[src/rtl/pico_apb_master.sv]
// -----------------------------------------------------------------------------
// pico_apb_master
//
// Bridge from the PicoRV32 native memory interface to an APB4 requester port.
// Each mem_valid/mem_ready transaction becomes one APB SETUP/ACCESS transfer.
// Read data from the slave is returned to the core. Only one transfer is ever
// in flight.
//
// Ports
//   clk, resetn              : clock, asynchronous active-low reset
//   mem_valid/addr/wdata/wstrb : core request (wstrb == 0 means read)
//   mem_ready, mem_rdata     : one-cycle completion pulse and read data
//   paddr, psel, penable,
//   pwrite, pwdata, pstrb    : APB requester outputs (all registered)
//   prdata, pready, pslverr  : APB completer responses
//   bus_err                  : one-cycle pulse on a slave error or a timeout
//
// Parameters
//   ADDR_WIDTH     : APB address width (3..32); paddr is word aligned
//   TIMEOUT_CYCLES : ACCESS cycles allowed before an abort (1..65535)
//
// Optional feature
//   PICO_APB_TIMEOUT_EN : when defined, ACCESS aborts after TIMEOUT_CYCLES
//                         cycles without pready. When undefined, ACCESS
//                         waits for pready indefinitely.
// -----------------------------------------------------------------------------
module pico_apb_master #(
  parameter int unsigned ADDR_WIDTH     = 16,
  parameter int unsigned TIMEOUT_CYCLES = 255
) (
  input  logic                  clk,
  input  logic                  resetn,
  // PicoRV32 native memory interface
  input  logic                  mem_valid,
  input  logic [31:0]           mem_addr,
  input  logic [31:0]           mem_wdata,
  input  logic [3:0]            mem_wstrb,
  output logic                  mem_ready,
  output logic [31:0]           mem_rdata,
  // APB4 requester
  output logic [ADDR_WIDTH-1:0] paddr,
  output logic                  psel,
  output logic                  penable,
  output logic                  pwrite,
  output logic [31:0]           pwdata,
  output logic [3:0]            pstrb,
  input  logic [31:0]           prdata,
  input  logic                  pready,
  input  logic                  pslverr,
  // Error report
  output logic                  bus_err
);

  typedef enum logic [1:0] {
    S_IDLE   = 2'd0,
    S_SETUP  = 2'd1,
    S_ACCESS = 2'd2
  } state_e;

  state_e                state_q,     state_d;
  logic                  psel_q,      psel_d;
  logic                  penable_q,   penable_d;
  logic                  pwrite_q,    pwrite_d;
  logic [ADDR_WIDTH-1:0] paddr_q,     paddr_d;
  logic [31:0]           pwdata_q,    pwdata_d;
  logic [3:0]            pstrb_q,     pstrb_d;
  logic                  mem_ready_q, mem_ready_d;
  logic [31:0]           mem_rdata_q, mem_rdata_d;
  logic                  bus_err_q,   bus_err_d;

  // The byte-offset bits (and any bits above the APB address space) are
  // dropped on purpose; folding them here keeps that intent explicit.
  logic unused_addr;
  if (ADDR_WIDTH < 32) begin : g_addr_hi
    assign unused_addr = ^{mem_addr[31:ADDR_WIDTH], mem_addr[1:0]};
  end else begin : g_addr_full
    assign unused_addr = ^mem_addr[1:0];
  end

`ifdef PICO_APB_TIMEOUT_EN
  // Count of ACCESS cycles already spent without pready. The abort fires on
  // the edge where this count has reached TIMEOUT_CYCLES-1 and pready is
  // still low, i.e. after exactly TIMEOUT_CYCLES ACCESS cycles.
  localparam logic [15:0] TMO_LAST = 16'(TIMEOUT_CYCLES - 1);
  logic [15:0] tmo_cnt_q, tmo_cnt_d;
`else
  logic [15:0] unused_tmo;
  assign unused_tmo = 16'(TIMEOUT_CYCLES);
`endif

  // ---------------------------------------------------------------------------
  // Next-state and next-output logic
  // ---------------------------------------------------------------------------
  always_comb begin
    // NOTE: every variable gets a default before the case statement so no
    // path leaves one unassigned, which would otherwise infer a latch.
    state_d     = state_q;
    psel_d      = psel_q;
    penable_d   = penable_q;
    pwrite_d    = pwrite_q;
    paddr_d     = paddr_q;
    pwdata_d    = pwdata_q;
    pstrb_d     = pstrb_q;
    mem_rdata_d = mem_rdata_q;
    mem_ready_d = 1'b0;   // pulses: high for a single cycle only
    bus_err_d   = 1'b0;
`ifdef PICO_APB_TIMEOUT_EN
    tmo_cnt_d   = tmo_cnt_q;
`endif

    unique case (state_q)
      S_IDLE: begin
        // mem_ready_q high means the core is retiring the previous request
        // this cycle and mem_valid still belongs to it; do not relaunch.
        if (mem_valid && !mem_ready_q) begin
          paddr_d   = {mem_addr[ADDR_WIDTH-1:2], 2'b00};
          pwrite_d  = |mem_wstrb;
          pwdata_d  = mem_wdata;
          pstrb_d   = mem_wstrb;
          psel_d    = 1'b1;
          penable_d = 1'b0;
          state_d   = S_SETUP;
        end
      end

      S_SETUP: begin
        penable_d = 1'b1;
        state_d   = S_ACCESS;
`ifdef PICO_APB_TIMEOUT_EN
        tmo_cnt_d = '0;
`endif
      end

      S_ACCESS: begin
        // Address, control and data registers simply hold here. mem_valid
        // is not looked at: once launched, a transfer always completes.
        if (pready) begin
          psel_d      = 1'b0;
          penable_d   = 1'b0;
          mem_ready_d = 1'b1;
          bus_err_d   = pslverr;
          // Errored reads still pass the slave's data through unchanged.
          if (!pwrite_q) begin
            mem_rdata_d = prdata;
          end
          state_d = S_IDLE;
        end
`ifdef PICO_APB_TIMEOUT_EN
        // pready is tested first, so a response on the limit edge wins.
        else if (tmo_cnt_q == TMO_LAST) begin
          psel_d      = 1'b0;
          penable_d   = 1'b0;
          mem_ready_d = 1'b1;
          bus_err_d   = 1'b1;
          if (!pwrite_q) begin
            mem_rdata_d = 32'hFFFF_FFFF;
          end
          state_d = S_IDLE;
        end else begin
          tmo_cnt_d = tmo_cnt_q + 16'd1;
        end
`endif
      end

      default: begin
        psel_d    = 1'b0;
        penable_d = 1'b0;
        state_d   = S_IDLE;
      end
    endcase
  end

  // ---------------------------------------------------------------------------
  // State and output registers
  // ---------------------------------------------------------------------------
  // NOTE: the reset branch is asynchronous so a reset in the middle of a
  // transfer drops psel/penable and suppresses mem_ready without waiting for
  // a clock edge.
  always_ff @(posedge clk or negedge resetn) begin
    if (!resetn) begin
      state_q     <= S_IDLE;
      psel_q      <= 1'b0;
      penable_q   <= 1'b0;
      pwrite_q    <= 1'b0;
      paddr_q     <= '0;
      pwdata_q    <= '0;
      pstrb_q     <= '0;
      mem_ready_q <= 1'b0;
      mem_rdata_q <= '0;
      bus_err_q   <= 1'b0;
    end else begin
      // NOTE: non-blocking assignments so every register samples the values
      // computed from the previous state, independent of statement order.
      state_q     <= state_d;
      psel_q      <= psel_d;
      penable_q   <= penable_d;
      pwrite_q    <= pwrite_d;
      paddr_q     <= paddr_d;
      pwdata_q    <= pwdata_d;
      pstrb_q     <= pstrb_d;
      mem_ready_q <= mem_ready_d;
      mem_rdata_q <= mem_rdata_d;
      bus_err_q   <= bus_err_d;
    end
  end

`ifdef PICO_APB_TIMEOUT_EN
  always_ff @(posedge clk or negedge resetn) begin
    if (!resetn) begin
      tmo_cnt_q <= '0;
    end else begin
      tmo_cnt_q <= tmo_cnt_d;
    end
  end
`endif

  // Every output comes straight from a register.
  assign paddr     = paddr_q;
  assign psel      = psel_q;
  assign penable   = penable_q;
  assign pwrite    = pwrite_q;
  assign pwdata    = pwdata_q;
  assign pstrb     = pstrb_q;
  assign mem_ready = mem_ready_q;
  assign mem_rdata = mem_rdata_q;
  assign bus_err   = bus_err_q;

endmodule

[config.mk]
export PLATFORM = sky130hd
export DESIGN_NAME = pico_apb_master
export DESIGN_NICKNAME = d
export VERILOG_FILES = /design/src/rtl/pico_apb_master.sv
export SDC_FILE = /design/constraint.sdc
export NUM_CORES = 1
export LEC_CHECK = 0
export ABC_CLOCK_PERIOD_IN_PS = 2150
export CORE_UTILIZATION = 38
export CTS_CLUSTER_DIAMETER = 80
export DETAILED_ROUTE_END_ITERATION = 16
export HOLD_SLACK_MARGIN = 0.05
export PLACE_DENSITY = 0.89
export REMOVE_ABC_BUFFERS = 1
export SYNTH_ARGS = -nofsm -noshare
export SYNTH_HDL_FRONTEND = slang
export SYNTH_SLANG_ARGS = --single-unit
[constraint.sdc]
create_clock -name clk -period 2.15 [get_ports clk]
set_input_delay 0.645 -clock clk [delete_from_list [all_inputs] [get_ports clk]]
set_output_delay 0.645 -clock clk [all_outputs]
set_load 0.01 [all_outputs]
======== After elaboration in Yosys (flattened, before gate mapping) ========
Cells that the tools add are included.
storage, ports and cells
  memories kept ........................... 0
  memory bits (read-only) ................. 0
  register bits ........................... 89
  latch bits .............................. 0
  memory bits (writable) .................. 0
  word-level logic and storage cells ...... 36
operators by class
  $lt $le $gt $ge ......................... 0
  bitwise logic cells ..................... 2
  shifts and indexed selects .............. 0
  equal/unequal tests ..................... 4
  reductions and logical operators ........ 8
  divide/modulo/power cells ............... 0
  mux-type cells .......................... 12
  add/subtract/negate cells ............... 0
  multiply operators ...................... 0
operators with widths
  operator                                                         number
  1-bit two-way mux                                                7
  1-bit case mux with 3 select lines                               2
  2-bit case mux with 3 select lines                               1
  3-bit AND reduction                                              2
  2-bit two-way mux                                                2
  2-bit != test, second input constant                             2
  2-bit AND reduction                                              2
  4-bit OR reduction                                               1
  2-bit by 1-bit == test with 1-bit output, second input constant  1
  2-bit == test, second input constant                             1
  2-bit zero test                                                  1
  1-bit NOT                                                        2
  1-bit logical AND                                                1
  1-bit zero test                                                  1

======== Longest topological paths before layout ========
Gate-level depths: netlist of the first run.
  word-level depth ........................ 4
  gate-level depth with buffers ........... 4
  gate-level depth less buffers ........... 2

======== Worst setup path after synthesis of the first run ========
Ideal clock, no wire load.
  path kind ............................... input to register
  start point ............................. input mem_valid
  end point ............................... register pwdata_q[15], in the netlist pwdata[15]
  data required time ...................... 2025 ps
  cell stages on the path ................. 3
  slack ................................... 401 ps
  path buffers ............................ 1
  arrival time ............................ 1624 ps
  path through ............................ nor4b_4 buf_6 mux2_4
on the way
  cells in the longest elaborated chain, start to end .. 2
RTL lines
  item                           line  source
  start: declaration             34    input logic mem_valid,
  1-bit logical AND              115   if (mem_valid && !mem_ready_q) begin
  2-bit AND reduction (no line)  n/a
  end signal: assignment         199   pwdata_q <= pwdata_d;
  end: declaration               65    logic [31:0] pwdata_q, pwdata_d;
No other way between the ends.
A chain may end at the register's enable or synchronous reset.

==> reports/qor.yml, run 1 <==
final_layout:
  area_delta_synth_final_pct: 61.6
  n_fill_cell: 633
  num_antenna_cells: 0
  design_area_mm2: 0.00544
  nNetsFinal: 477
  drive_above_1_share: 0.276
worst_setup_path:
  cp_slowest_stage_delay_ps: 590
  cp_slowest_cell: "clkdlybuf4s50_1"
  path_delay_family: "buffers and inverters"
  crit_path_max_fanout: 7
  r2r-start: "state_q[0]$_DFFE_PN0P_"
  startpoint: "state_q[1]$_DFFE_PN0P_"
  crit_type: "register to primary output"
  arrival_ps: 1400
  worst_ep_required_time_ps: 1500
  crit_path_start_kind: "register"
  path_cells: "clkdlybuf4s50_1"
  endpoint_kind: "primary output"
  cp.buffers_inverters: 1
logic_synthesis:
  ys_warn_count: 0
  synth_area_mm2: 0.00336
  avgSynthCellArea_um2: 17.4
  ys_types: 18
  synthCells: 193
  yosysTopAreaCellShare: 0.655
  synth_seq_area_share: 0.655
  synthTopCellsByArea: "dfrtp_1, mux2_2, mux2_4"
  ys_ff_latch: 88
  synth_largest_area_cell: "dfrtp_1"
global_route:
  grt_remaining_overflow: 0
  antenna_found_initial: 0
  grt_use_met1: 0.181
  grt_pass1_vias: 2370
  use_met3: 0.0790
  met2_usage: 0.284
  grt_pass1_wl_mm: 11.3
  grt_busiest_layer: "met2"
  grt_max_degree: 54
  grtUsageTotal: 0.165
placement:
  portBuffers: 173
  dp_slack_ps: -63.8
  gp_congestion: 0.724
  dp_hpwl_mm: 5.56
  place_area_mm2: 0.00520
clock_tree:
  cts.sinks: 88
  clk_pin_slew_worst_paths_ps: 90
  insertion_delay_ps: 340
  cts_root_buf: "clkbuf_8"
  clock_path_buffers: 2
  cts_max_level: 3
  cts_tree: "built"
  cts_buffers: 9
  postCtsHoldBufs: 0
  cts-resized-gates: 0
  cts_setup_buffers: 0
pwr:
  powerDensity_mw_per_mm2: 1330
  vdd_drop_max_v: 0.000808
  power_leakage_nw: 2.30
routing:
  wirelength_mm: 7.43
  dr.pass1.iters: 3
  vias_per_cell: 4.73
  num_vias: 2279
  final_antenna_net_count: 0
  routedWlPerCell_um: 15.4
  initialDrtViolationCount: 42
  drc: 0
sta:
  fin_skew_ps: 13.9
  finalCritPeriodShare: 0.952
  slew_headroom: 0.666
  period_needed_ps: 2050
  drv_slew: 0
  rsz0062_at_grt: "no"
  tightest_slew_ps: 502
  setup_viol: 0
  fin_ws_ps: 103
  hold_ws_ps: 264
  fmax_ghz: 0.489
  hold_violations: 0
floorplanning:
  std_cell_rows: 33
  dieHeight_um: 96.1
  die_w_um: 96.1
  start_util: 0.401
  ioPinCount: 194
  die_area_mm2: 0.00923
  coreArea_mm2: 0.00838
run:
  drv_cap: 0
status:
  status: "complete, no violations"
min_path:
  hold_class: "primary input to async pin"
==> path summary, 6_finish.rpt <==
check	endpoint	slack, ps	cells past startpoint
min reg2reg	mem_rdata[6]$_DFFE_PN0P_	490	1
max reg2reg	pwdata[13]$_DFFE_PN0P_	470	3
max in group asynchronous	pwdata[7]$_DFFE_PN0P_	1270	2
max	penable	100	1
min in group clk	mem_rdata[6]$_DFFE_PN0P_	490	1
min	mem_rdata[26]$_DFFE_PN0P_	260	1
==> logic make-up (layout without fill, tap and decap cells) <==
group	after synthesis	in the layout	synth area share
buffers and inverters	11	194	0.0290
DFF	88	88	0.655
and+or+nand+nor	7	7	0.0193
muxes	84	84	0.292
AOI/OAI and AO/OA	2	2	0.00372
other	1	2	0.00112
==> sequential cells by signal, indices dropped and copies added, names as in the netlist <==
register / cells
mem_rdata: 32
pwdata: 32
paddr: 14
pstrb: 4
state_q: 2
bus_err: 1
mem_ready: 1
psel: 1
pwrite: 1
==> layout by cell type (no fill, tap or decap) <==
cell type / n
clkdlybuf4s50_1: 172
dfrtp_1: 88
mux2_2: 71
clkbuf_8: 11
mux2_4: 10
buf_4: 3
buf_12: 3
mux2_1: 2
conb_1: 2
bufinv_16: 2
nand2_1: 1
nor3b_1: 1
nor2_1: 1
nor4b_4: 1
and4bb_2: 1
nand2b_1: 1
mux2i_1: 1
o21ai_0: 1
a21o_1: 1
or4_1: 1
clkinv_4: 1
clkbuf_1: 1
clkinvlp_4: 1
==> power by group <==
group	switching (W)	internal, W
combinational	0.00108	0.00209
clock	0.000544	0.000721
sequential	0.000389	0.00238
==> stage by stage <==
stage	setup TNS, ps	util	total power [W]	std cells
after detailed placement	-1900	0.621	0.00602	466
final	0	0.649	0.00721	482
after global routing	0	0.649	0.00765	482
after CTS	0	0.649	0.00732	482
after floorplan	-48360	-	0.00412	183
after global placement	-1290	0.621	0.00591	466
==> layout make-up <==
cell class                 count  area [um^2]  area share
sequential                    88         2200       0.405
multi-input combinational     95         1070       0.196
clock buffer                  12          155      0.0285
tap                          105          131      0.0242
clock inverter                 4         76.3      0.0140
timing repair buffer         178         1800       0.332
==> cell usage after synthesis (all sizes together) <==
library cell / count
and4bb: 1
clkbuf: 1
mux2: 83
nor2: 1
nand2b: 1
mux2i: 1
nor4b: 1
or4: 1
nand2: 1
o21ai: 1
nor3b: 1
a21o: 1
conb: 1
dfrtp: 88
buf: 10
==> routing by layer <==
layer / vias up / share of wire
li1: 1033 / -
met1: 1119 / 0.38
met2: 119 / 0.50
met3: 8 / 0.11
met4: 0 / 0.012
met5: - / 0
Power figures use the tool's default switching activity.
==> run 2, diff against run 1 <==
--- a/config.mk
+++ b/config.mk
@@ -9,8 +9,9 @@
 export CORE_UTILIZATION = 38
 export CTS_CLUSTER_DIAMETER = 80
 export DETAILED_ROUTE_END_ITERATION = 16
+export GPL_ROUTABILITY_DRIVEN = 0
 export HOLD_SLACK_MARGIN = 0.05
-export PLACE_DENSITY = 0.89
+export PLACE_DENSITY = 0.88
 export REMOVE_ABC_BUFFERS = 1
 export SYNTH_ARGS = -nofsm -noshare
 export SYNTH_HDL_FRONTEND = slang
==> run 2 against run 1 <==
Sequential share of layout area decreased by 0.074 points. Flip-flop and latch count unchanged. Count of clock-buffer cells in the layout decreased by 2. Worst hold slack got worse by 3.0 ps. First-iteration DRC count decreased by 21%. Non-clock buffer count increased by 1. Clock power increased by 6%. Setup slack got worse by 13 ps.
==> reports/qor.yml, run 2 (synthesized netlist as in run 1, its figures left out) <==
sta:
  fin_skew_ps: 13.6  # -0.359 ps
  slew_headroom: 0.657  # -0.00900
  period_needed_ps: 2060  # +13.0 ps
  fmax_ghz: 0.485  # -0.63%
  fin_ws_ps: 89.9  # -13.0 ps
  setup_viol: 0  # unchanged
  tns_ps: 0  # unchanged
  finalCritPeriodShare: 0.958  # +0.00607
  rsz0062_at_grt: "no"
  drv_slew: 0  # unchanged
  hold_violations: 0  # unchanged
  tightest_slew_ps: 515  # +13.5 ps
worst_setup_path:
  crit_path_start_kind: "register"
  crit_type: "register to primary output"
  startpoint: "state_q[1]$_DFFE_PN0P_"
  cp_slowest_cell: "clkdlybuf4s50_1"
  cp.depth: 1  # unchanged
  r2r_end: "pstrb[1]$_DFFE_PN0P_"
  endpoint_kind: "primary output"
  rr_worst_depth: 3  # unchanged
  cp_slowest_stage_delay_ps: 600  # about the same
  worst_ep_required_time_ps: 1500  # about the same
  arrival_ps: 1420  # +20 ps
  path_cells: "clkdlybuf4s50_1"
  r2r-start: "state_q[0]$_DFFE_PN0P_"
  cp.buffers_inverters: 1  # unchanged
  regToRegSetupSlack_ps: 470  # about the same
  crit_path_max_fanout: 7  # unchanged
  path_delay_family: "buffers and inverters"
  crit_end: "penable"
pwr:
  p_int_w: 0.00524  # +0.92%
  p_sw_frac: 0.281  # +0.00110
  powerDensity_mw_per_mm2: 1340  # +0.89%
  vdd_drop_max_v: 0.000796  # -1.5%
  switchingPower_w: 0.00205  # +1.5%
  seqPwrFrac: 0.381  # -0.004
  power_frac_clock: 0.183  # +0.007
  comb_power_share: 0.435  # -0.005
  power_leakage_nw: 2.31  # +0.23%
  p_total_w: 0.00729  # +1.1%
final_layout:
  mostFrequentLayoutCells: "clkdlybuf4s50_1, dfrtp_1, mux2_2"
  n_fill_cell: 630  # -0.47%
  area_delta_synth_final_pct: 61.9
  layout_commonest_cell: "clkdlybuf4s50_1"
  fin_cells: 482  # unchanged
  drive_above_1_share: 0.276  # unchanged
  num_antenna_cells: 0  # unchanged
  design_area_mm2: 0.00545  # +0.18%
  nNetsFinal: 478  # +0.21%
routing:
  wirelength_mm: 7.68  # +3.3%
  num_vias: 2286  # +0.31%
  drc: 0  # unchanged
  final_antenna_net_count: 0  # unchanged
  initialDrtViolationCount: 33  # -21%
  dr.pass1.iters: 3  # unchanged
  vias_per_cell: 4.74  # +0.31%
  routedWlPerCell_um: 15.9  # +3.3%
clock_tree:
  clock_path_buffers: 2  # unchanged
  cts_max_level: 3  # unchanged
  clk_pin_slew_worst_paths_ps: 90  # about the same
  insertion_delay_ps: 340  # about the same
  cts_buffers: 9  # unchanged
  postCtsHoldBufs: 0  # unchanged
  cts_root_buf: "clkbuf_8"
  cts_setup_buffers: 0  # unchanged
  cts.sinks: 88  # unchanged
  cts_tree: "built"
  cts-resized-gates: 0  # unchanged
placement:
  placed_cells: 467  # +0.21%
  place_area_mm2: 0.00521  # +0.14%
  dp_slack_ps: -60.7  # +3.18 ps
  dp_hpwl_mm: 5.75  # +3.4%
  portBuffers: 173  # unchanged
global_route:
  grtUsageTotal: 0.174  # +0.00938
  grt_pass1_vias: 2511  # +5.9%
  grt_remaining_overflow: 0  # unchanged
  antenna_found_initial: 0  # unchanged
  grt_pass1_wl_mm: 12.1  # +6.8%
  grt_max_degree: 54  # unchanged
run:
  drv_cap: 0  # unchanged
floorplanning:
  die_area_mm2: 0.00923  # unchanged
  ioPinCount: 194  # unchanged
  start_util: 0.401  # unchanged
  coreArea_mm2: 0.00838  # unchanged
  dieHeight_um: 96.1  # unchanged
  die_w_um: 96.1  # unchanged
  std_cell_rows: 33  # unchanged
min_path:
  hold_class: "primary input to async pin"
status:
  status: "complete, no violations"
## run 2: stage by stage
step / util / hold WS, ps
finish: 0.650 / 261
global route: 0.650 / 287
CTS: 0.650 / 259
detailed placement: 0.622 / 469
global placement: 0.622 / 466
floorplan: - / 349
## run 2: layer usage
metal / GRT usage / wire length, um / vias up
li1: - / - / 1037
met1: 0.194 / 2820 / 1117
met2: 0.301 / 3850 / 120
met3: 0.0656 / 882 / 12
met4: 0.0647 / 123 / 0
met5: 0 / 0 / -
## run 2: cell type report
cell class	instances	area [um^2]	share of cell area
timing repair buffer	179	1810	0.333
clock buffer	10	128	0.0234
tap	105	131	0.0241
multi-input combinational	95	1070	0.196
clock inverter	5	106	0.0195
sequential	88	2200	0.404
## run 2: how the worst min path moves through the flow
stage / end / from / cells after the start
floorplan: bus_err$_DFF_PN0_ / resetn / 0
global placement: psel$_DFFE_PN0P_ / psel$_DFFE_PN0P_ / 1
detailed placement: psel$_DFFE_PN0P_ / psel$_DFFE_PN0P_ / 1
CTS: pwdata[14]$_DFFE_PN0P_ / resetn / 1
global route: pwdata[14]$_DFFE_PN0P_ / resetn / 1
finish: pwdata[3]$_DFFE_PN0P_ / resetn / 1
## run 2: power groups by stage
stage	clock network (W)	logic, W	registers, W
after floorplan	0	0.000985	0.00313
after global placement	0	0.00314	0.00277
after detailed placement	0	0.00320	0.00282
after CTS	0.00138	0.00322	0.00280
after global routing	0.00144	0.00338	0.00289
final	0.00134	0.00317	0.00278
